### config.mk
export PLATFORM = sky130hd
export DESIGN_NAME = spiker_streamer
export DESIGN_NICKNAME = d
export VERILOG_FILES = /design/src/rtl/spiker_adapter_pkg.sv /design/src/rtl/spiker_streamer.sv
export SDC_FILE = /design/constraint.sdc
export NUM_CORES = 2
export LEC_CHECK = 0
export ABC_AREA = 0
export CAP_MARGIN = 20
export CORE_AREA = 2 2 320 322
export CTS_BUF_LIST = sky130_fd_sc_hd__clkbuf_16
export CTS_CLUSTER_DIAMETER = 120
export DETAILED_ROUTE_END_ITERATION = 10
export DIE_AREA = 0 0 322 324
export SLEW_MARGIN = 20
export SYNTH_ARGS = -nofsm -noshare
export SYNTH_HDL_FRONTEND = slang
export SYNTH_SLANG_ARGS = --single-unit
### constraint.sdc
create_clock -name clk_i -period 2.8 [get_ports clk_i]
set_input_delay 0.42 -clock clk_i [delete_from_list [all_inputs] [get_ports clk_i]]
set_output_delay 0.42 -clock clk_i [all_outputs]
set_load 0.1 [all_outputs]
### src/rtl/spiker_adapter_pkg.sv
// Shared types for the spike streamer: FSM state encoding and beat-index sizing.
package spiker_adapter_pkg;

    typedef enum logic [2:0] {
        S_IDLE    = 3'd0,
        S_SAMPLE  = 3'd1,
        S_CAPTURE = 3'd2,
        S_STREAM  = 3'd3,
        S_DONE    = 3'd4
    } state_t;

    localparam int N_REG_DEFAULT = 24;

    // Beat counter must hold 0..n_reg-1; keep at least one bit for n_reg == 1.
    function automatic int beat_idx_w(input int n_reg);
        return (n_reg > 1) ? $clog2(n_reg) : 1;
    endfunction

    localparam int BEAT_W_DEFAULT = beat_idx_w(N_REG_DEFAULT);

endpackage

### src/rtl/spiker_streamer.sv
// Samples one spike vector from the upstream reader and replays it word by word
// to the SNN core for n_steps timesteps over a valid/ready stream.
module spiker_streamer
    import spiker_adapter_pkg::*;
#(
    parameter int WIDTH      = 32,
    parameter int N_REG      = 24,
    parameter int DATA_WIDTH = 768,
    parameter int STEP_W     = 8
) (
    input  logic                  clk_i,
    input  logic                  rst_ni,
    input  logic                  test_mode_i,
    input  logic                  start_i,
    input  logic [STEP_W-1:0]     n_steps_i,
    output logic                  sample_o,
    input  logic [DATA_WIDTH-1:0] spikes_i,
    output logic [WIDTH-1:0]      beat_data_o,
    output logic                  beat_valid_o,
    input  logic                  beat_ready_i,
    output logic                  beat_last_o,
    output logic [STEP_W-1:0]     step_idx_o,
    output logic                  busy_o,
    output logic                  done_o,
    output state_t                state_o
);

    localparam int BEAT_W = beat_idx_w(N_REG);
    localparam logic [BEAT_W-1:0] LAST_BEAT = BEAT_W'(N_REG - 1);

    // Handshake: a beat transfers on a rising edge where beat_valid_o && beat_ready_i.
    // Once raised, beat_valid_o and beat_data_o hold until that transfer happens.

    state_t                  state;
    logic [DATA_WIDTH-1:0]   buffer;
    logic [BEAT_W-1:0]       beat_idx;
    logic [STEP_W-1:0]       step_idx;
    logic [STEP_W-1:0]       n_steps_eff;
    logic                    valid_q;
    logic                    sample_q;
    logic                    done_q;
    logic                    busy_q;
    logic                    handshake;
    logic                    unused_test_mode;

    assign unused_test_mode = test_mode_i;
    assign handshake        = valid_q & beat_ready_i;

    always_ff @(posedge clk_i) begin
        if (!rst_ni) begin
            state       <= S_IDLE;
            buffer      <= '0;
            beat_idx    <= '0;
            step_idx    <= '0;
            n_steps_eff <= '0;
            valid_q     <= 1'b0;
            sample_q    <= 1'b0;
            done_q      <= 1'b0;
            busy_q      <= 1'b0;
        end else begin
            case (state)
                S_IDLE: begin
                    if (start_i) begin
                        state       <= S_SAMPLE;
                        n_steps_eff <= (n_steps_i == '0) ? STEP_W'(1) : n_steps_i;
                        sample_q    <= 1'b1;
                        busy_q      <= 1'b1;
                    end
                end
                S_SAMPLE: begin
                    state    <= S_CAPTURE;
                    sample_q <= 1'b0;
                end
                S_CAPTURE: begin
                    // The reader's registered output is valid one cycle after the sample pulse.
                    buffer   <= spikes_i;
                    beat_idx <= '0;
                    step_idx <= '0;
                    valid_q  <= 1'b1;
                    state    <= S_STREAM;
                end
                S_STREAM: begin
                    if (handshake) begin
                        if (beat_idx == LAST_BEAT) begin
                            beat_idx <= '0;
                            if (step_idx == n_steps_eff - STEP_W'(1)) begin
                                valid_q <= 1'b0;
                                done_q  <= 1'b1;
                                state   <= S_DONE;
                            end else begin
                                step_idx <= step_idx + STEP_W'(1);
                            end
                        end else begin
                            beat_idx <= beat_idx + BEAT_W'(1);
                        end
                    end
                end
                S_DONE: begin
                    done_q <= 1'b0;
                    busy_q <= 1'b0;
                    state  <= S_IDLE;
                end
                default: begin
                    state    <= S_IDLE;
                    valid_q  <= 1'b0;
                    sample_q <= 1'b0;
                    done_q   <= 1'b0;
                    busy_q   <= 1'b0;
                end
            endcase
        end
    end

    assign beat_data_o  = valid_q ? buffer[int'(beat_idx)*WIDTH +: WIDTH] : '0;
    assign beat_last_o  = valid_q && (beat_idx == LAST_BEAT);
    assign beat_valid_o = valid_q;
    assign sample_o     = sample_q;
    assign done_o       = done_q;
    assign busy_o       = busy_q;
    assign step_idx_o   = step_idx;
    assign state_o      = state;

endmodule

==> results.py <==
metrics = {
    "floorplanning": {
        "boundaryPins": 829,
        "rows": 117,
        "die-area_um2": 104000,
        "die_y_um": 324,
        "initial_core_util_pct": 35.3,
        "die_width_um": 322,
        "core_um2": 101000,
    },
    "clocking": {
        "cts_hold_buf": 0,
        "clock-root-buffer": "clkbuf_16",
        "clock_path_buffers": 3,
        "cts_tree": "built",
        "cts.sinks": 796,
        "htreeDepth": 3,
        "cts_buffers": 89,
        "cts.clk_slew.worst_paths_ns": 0.06,
        "clk_latency_ns": 0.67,
    },
    "route": {
        "wire_per_inst_um": 25.4,
        "viasPerCell": 5.20,
        "ant_nets": 0,
        "first_pass_iters": 5,
        "drt-total-wl_um": 154000,
        "first_iter_violations": 2401,
        "dr_total_vias": 31500,
        "drc": 0,
    },
    "timing": {
        "rsz0062_at_grt": "yes",
        "fmax_ghz": 0.282,
        "max_slew_margin_pct": 40.2,
        "setup_viol_count_final": 32,
        "fin_crit_ns": 3.55,
        "slew_viol_final": 0,
        "min_period_over_period_pct": 127,
        "fin_ws_ns": -0.748,
        "hold_violations": 0,
        "finClkSkew_ns": 0.0139,
        "worstMarginPinSlew_ns": 0.897,
    },
    "synth": {
        "synth_nets": 4746,
        "synth_common_cells": "1,566 x nand2_1, 796 x dfxtp_1, 778 x a21boi_0, 288 x clkbuf_1, 224 x mux4_2",
        "yosys.area.top_type": "dfxtp_1",
        "ys_warn_count": 0,
        "ys_types": 59,
        "async_reset_ff_share_pct": 0,
        "synthCells": 3962,
        "synthTopCellsByArea": "dfxtp_1 45%, nand2_1 16%, a21boi_0 16%, mux4_2 14%, clkbuf_1 3.0%",
        "synth_top_area_share_pct": 44.7,
        "avgSynthCellArea_um2": 9.00,
        "netlist_area_um2": 35600,
        "synth_edf_count": 0,
        "yosysMostFrequentCell": "nand2_1",
        "synth_flop_cell": "dfxtp_1",
        "yosysSeqAreaShare_pct": 44.7,
        "synth-seq-cells": 796,
    },
    "setup_path": {
        "required_ns": 2.38,
        "worstPathCellList": "buf_12 > buf_16 > mux4_2 > mux4_2 > a21oi_2 > nor2_4 > buf_12",
        "worstPathArrival_ns": 3.13,
        "cp_slowest_stage_delay_ns": 0.63,
        "path_class": "flop to primary output",
        "cpMaxStageDelayCell": "mux4_2",
        "cp_max_fo": 16,
        "startpoint_type": "flop",
        "cp-end-kind": "primary output",
    },
    "global_route": {
        "grtUsageTotal_pct": 28.6,
        "grt_overflow": 0,
        "grt_pass1_wl_um": 214000,
        "grt_pass1_vias": 31200,
        "grt_start_max_net_pins": 180,
        "antenna_found_initial": 44,
    },
    "layout": {
        "synthToLayoutAreaGrowth_pct": 38.5,
        "finish.utilization_pct": 48.9,
        "fin_nets": 5435,
        "final_area_um2": 49400,
        "drive_gt1_share_pct": 12.5,
    },
    "placed_design": {
        "gp_congestion": 0.890,
        "dp_hpwl_um": 120000,
        "dpl_cell_area_um2": 46000,
        "io_buffers": 827,
    },
    "power": {
        "power_density_nw_per_um2": 572,
        "cellLeakagePower_nw": 16.7,
        "irDropWorstVdd_uv": 425,
        "total_power_mw": 28.2,
    },
    "hold_path": {
        "hp-class": "input port to flop",
    },
    "run_status": {
        "violations": "negative setup slack",
        "status": "finished with violations",
    },
    "flow_run": {
        "cap_viol_max_count": 0,
    },
}
## per-layer routing
| metal | vias to the layer above | share of wire [%] | track usage, % |
|---|---|---|---|
| li1 | 14800 | - | - |
| met1 | 15200 | 40 | 34.2 |
| met2 | 1139 | 49 | 49.3 |
| met3 | 272 | 6.6 | 5.80 |
| met4 | 24 | 4.5 | 13.0 |
| met5 | - | 0.095 | 0 |
## kinds of logic (layout without fill, tap and decap cells)
| logic type | after synthesis | after routing | synth area share [%] |
|---|---|---|---|
| simple gates | 1697 | 1697 | 18.3 |
| buf+inv | 343 | 1103 | 3.78 |
| compound gates | 855 | 855 | 17.8 |
| xor+xnor | 9 | 9 | 0.221 |
| fa+ha+maj | 3 | 3 | 0.105 |
| flops | 796 | 796 | 44.7 |
| mux | 259 | 259 | 15.1 |
| other cells | 0 | 22 | 0 |
## cell type report
type                    instances  area (µm²)
flip-flops and latches        796       15900
fillers                      9670       51700
multi-input cells            2823       18800
diodes                         22        55.1
repair buffers                935       10100
clock inverters                71         484
well taps                    1309        1640
inverters                       6        23.8
clock buffers                  91        2280
## worst paths after layout
| kind | from | end | slack (ns) | cells past startpoint |
|---|---|---|---|---|
| worst max-delay path | beat_idx[0] | beat_data_o[20] | -0.75 | 7 |
| worst max register to register | n_steps_eff[1] | beat_valid_o | 0.32 | 8 |
| worst min register to register | buffer[712] | buffer[712] | 0.46 | 2 |
| worst min-delay path | rst_ni | beat_valid_o | 0.24 | 2 |
## power by group
group,switching (mW),internal (mW)
clock,5.00,6.29
sequential,0.450,12.0
combinational,2.36,2.08
total,7.81,20.4
## placed cells by master (no fill, tap or decap), drive strengths merged, types with 2 or more instances in the layout
| master | count |
|---|---|
| nand3 | 14 |
| dfxtp | 796 |
| o41ai | 3 |
| inv | 29 |
| mux2i | 35 |
| or4 | 2 |
| mux4 | 224 |
| ha | 3 |
| o21a | 2 |
| a211oi | 2 |
| clkinvlp | 5 |
| nor2b | 6 |
| diode | 22 |
| nor4 | 3 |
| xnor2 | 5 |
| clkbuf | 92 |
| clkdlybuf4s50 | 778 |
| nor3 | 11 |
| buf | 156 |
| or2 | 3 |
| xor2 | 4 |
| nand4 | 4 |
| a21boi | 778 |
| o211ai | 2 |
| nor2 | 70 |
| and2 | 5 |
| o31ai | 2 |
| a21oi | 46 |
| a31oi | 2 |
| a41o | 2 |
| o21ai | 6 |
| clkinv | 39 |
| nand2 | 1566 |
| bufinv | 4 |
| nand2b | 5 |
## flip-flops by register name (all words and copies together) (netlist names)
register / count
buffer: 768
n_steps_eff: 8
step_idx_o: 8
beat_idx: 5
state_o: 3
beat_valid_o: 1
busy_o: 1
done_o: 1
sample_o: 1
## metrics by stage
| step | hold slack (ns) | setup WS, ns | std cells | TNS, ns |
|---|---|---|---|---|
| 2_1_floorplan | 0.440 | 0.0624 | 3962 | 0 |
| 3_3_place_gp | 0.447 | -0.235 | 5852 | -2.29 |
| 3_5_place_dp | 0.453 | -0.266 | 5852 | -2.77 |
| 4_1_cts | 0.232 | -0.803 | 6024 | -24.59 |
| 5_1_grt | 0.262 | -0.821 | 6041 | -24.50 |
| 6_report | 0.245 | -0.748 | 6053 | -22.17 |
## what timing repair did
item / in CTS / in global routing
pin swaps: 13 / 9
endpoints found under the setup margin: 34 / 34
buffers inserted: 6 / 7
gates resized for setup: 56 / 8
cloned: 5 / 1
## worst max-delay path, delay by kind of cell (launching register included)
kind | cells | cell delay [ns]
AND/OR/NAND/NOR | 1 | 0.05
AO/OA/AOI/OAI | 1 | 0.22
multiplexers | 2 | 1.21
buffers and inverters | 3 | 0.56
flip-flops | 1 | 0.42
Power figures use the tool's default switching activity.
==> edit: new RTL, same settings <==
Set the parameter `STEP_W` to 10 (it was 8).
--- a/src/rtl/spiker_streamer.sv
+++ b/src/rtl/spiker_streamer.sv
@@ -6,7 +6,7 @@
     parameter int WIDTH      = 32,
     parameter int N_REG      = 24,
     parameter int DATA_WIDTH = 768,
-    parameter int STEP_W     = 8
+    parameter int STEP_W     = 10
 ) (
     input  logic                  clk_i,
     input  logic                  rst_ni,
Ports: changed (resized n_steps_i and step_idx_o); port bits go from 829 to 833. No check against the original RTL was run, so the function may have changed too.
==> edit against the unedited design <==
- the run still ends with setup timing left
- setup slack worse by 0.046 ns
- synthesized area up 0.48%
- sequential power about the same
- combinational power down 4.7%
- cell count up 1.2%
- cell area up 1.4%
- critical path depth up 1
- power up 0.37%
- via count up 0.84%
- wire length down 1.6%
- sequential cell count up 4
==> edit: results (changes against the unedited design) <==
[global_routing]
grt_antenna_before_repair = 30  ; was 44
grt_use_total_pct = 28.2  ; was 28.6%
grt_pass1_vias = 31200  ; about the same
grt_use_met2_pct = 48.1  ; was 49.3%
grtUsageMet1_pct = 34.7  ; was 34.2%
grt_max_degree = 223  ; was 180
grt_pass1_wl_mm = 213  ; was 214 mm
met3_usage_pct = 5.19  ; was 5.80%

[yosys]
synthMuxAreaShare_pct = 15.2  ; was 15.1%
synth_xor_area_share_pct = 0.269  ; was 0.221%
synth_common_cells = 1575 x nand2_1, 800 x dfxtp_1, 778 x a21boi_0  ; was 1566 x nand2_1, 796 x dfxtp_1, 778 x a21boi_0
synth_cells = 3994  ; was 3962
synth_cell_type_count = 50  ; was 59
synth_compound_area_share_pct = 17.6  ; was 17.8%
synthTopCellsByArea = dfxtp_1 45%, nand2_1 17%, a21boi_0 16%  ; was dfxtp_1 45%, nand2_1 16%, a21boi_0 16%
synth_fa_ha_area_share_pct = 0.105  ; about the same
synth-seq-area-share_pct = 44.7  ; about the same
synth.net_count = 4780  ; was 4746

[outcome]
status = finished, violations left  ; unchanged
failed_checks = setup timing  ; unchanged

[cells_and_area]
multi_input_area_sq_mm = 0.0189  ; was 0.0188 sq mm
largest_reg_flops = 768  ; unchanged
fill_cells = 9563  ; was 9670
nets = 5516  ; was 5435
fin_cells = 6126  ; was 6053
layout-drive-gt1-share_pct = 13.3  ; was 12.5%

[critical_path]
slowest_delay_ns = 0.62
crit_path_end = beat_data_o[19]  ; was beat_data_o[20]
worst_r2r_path_depth = 10  ; was 8
crit_fanout = 9  ; was 16
arrival_ns = 3.17  ; was 3.13 ns
reg2reg_slack_ns = 0.18  ; was 0.32 ns
reg2reg_to = step_idx_o[0]$_SDFFE_PN0P_  ; was beat_valid_o$_SDFFE_PN0P_
slowest_stage = mux4_2  ; unchanged

[drt]
top_layer = met5  ; unchanged
vias = 31700  ; was 31500
wl_mm = 151  ; was 154 mm
wl_met2_mm = 73.5  ; was 75.6 mm
wl_met3_mm = 10.8  ; was 10.2 mm
drtIter0Drc = 2861  ; was 2401
wl_met1_mm = 60.4  ; was 61.1 mm

[sta]
finalSetupTns_ns = -23.43  ; was -22.17 ns
max-slew-margin-rel_pct = 23.6  ; was 40.2%
setup_viol = 32  ; unchanged
postLayoutSetupSlackWorst_ns = -0.794  ; was -0.748 ns
whs_ns = 0.201  ; was 0.245 ns
clock_skew_ns = 0.0213  ; was 0.0139 ns

[placed_design]
dp_hpwl_mm = 117  ; was 120 mm
gp_congestion = 0.912  ; was 0.890
dpl_cell_area_sq_mm = 0.0464  ; was 0.0460 sq mm
post-place-ws_ns = -0.375  ; was -0.266 ns
dpl.cell_count = 5906  ; was 5852
io_buffers = 831  ; was 827

[pwr]
ir_drop_uv = 356  ; was 425 uV
switching_share_pct = 27.0  ; was 27.7%
leakage_nw = 17.0  ; was 16.7 nW

[worst_hold_path]
hold_end = done_o$_SDFFE_PN0P_  ; was beat_valid_o$_SDFFE_PN0P_

[clocking]
clock_latency_ns = 0.64  ; was 0.67 ns
clockBufferDepth = 3  ; unchanged
h-tree-depth = 3  ; unchanged

edit: layout make-up:
cell class                 instances  area share, %
clock buffer                      90           4.50
timing repair buffer             980           21.1
inverter                           7         0.0550
antenna                           17         0.0850
clock inverter                    71           1.18
tap                             1309           3.27
multi-input combinational       2852           37.8
sequential                       800           32.0
edit: power groups by stage:
stage / clock network (mW) / registers, mW / logic, mW
2_1_floorplan: 0 / 12.6 / 1.97
3_3_place_gp: 0 / 12.7 / 4.20
3_5_place_dp: 0 / 12.7 / 4.23
4_1_cts: 11.8 / 12.5 / 4.26
5_1_grt: 12.2 / 12.6 / 4.57
6_report: 11.6 / 12.5 / 4.24
edit: what timing repair did:
action                                  in CTS  in global routing
gates cloned                                 8                  1
pin swaps                                   28                 10
buffers inserted                            20                 16
gates resized for setup                     65                  5
hold buffers                                 0                  0
endpoints found under the hold margin        0                  0
endpoints found under the setup margin      33                 33
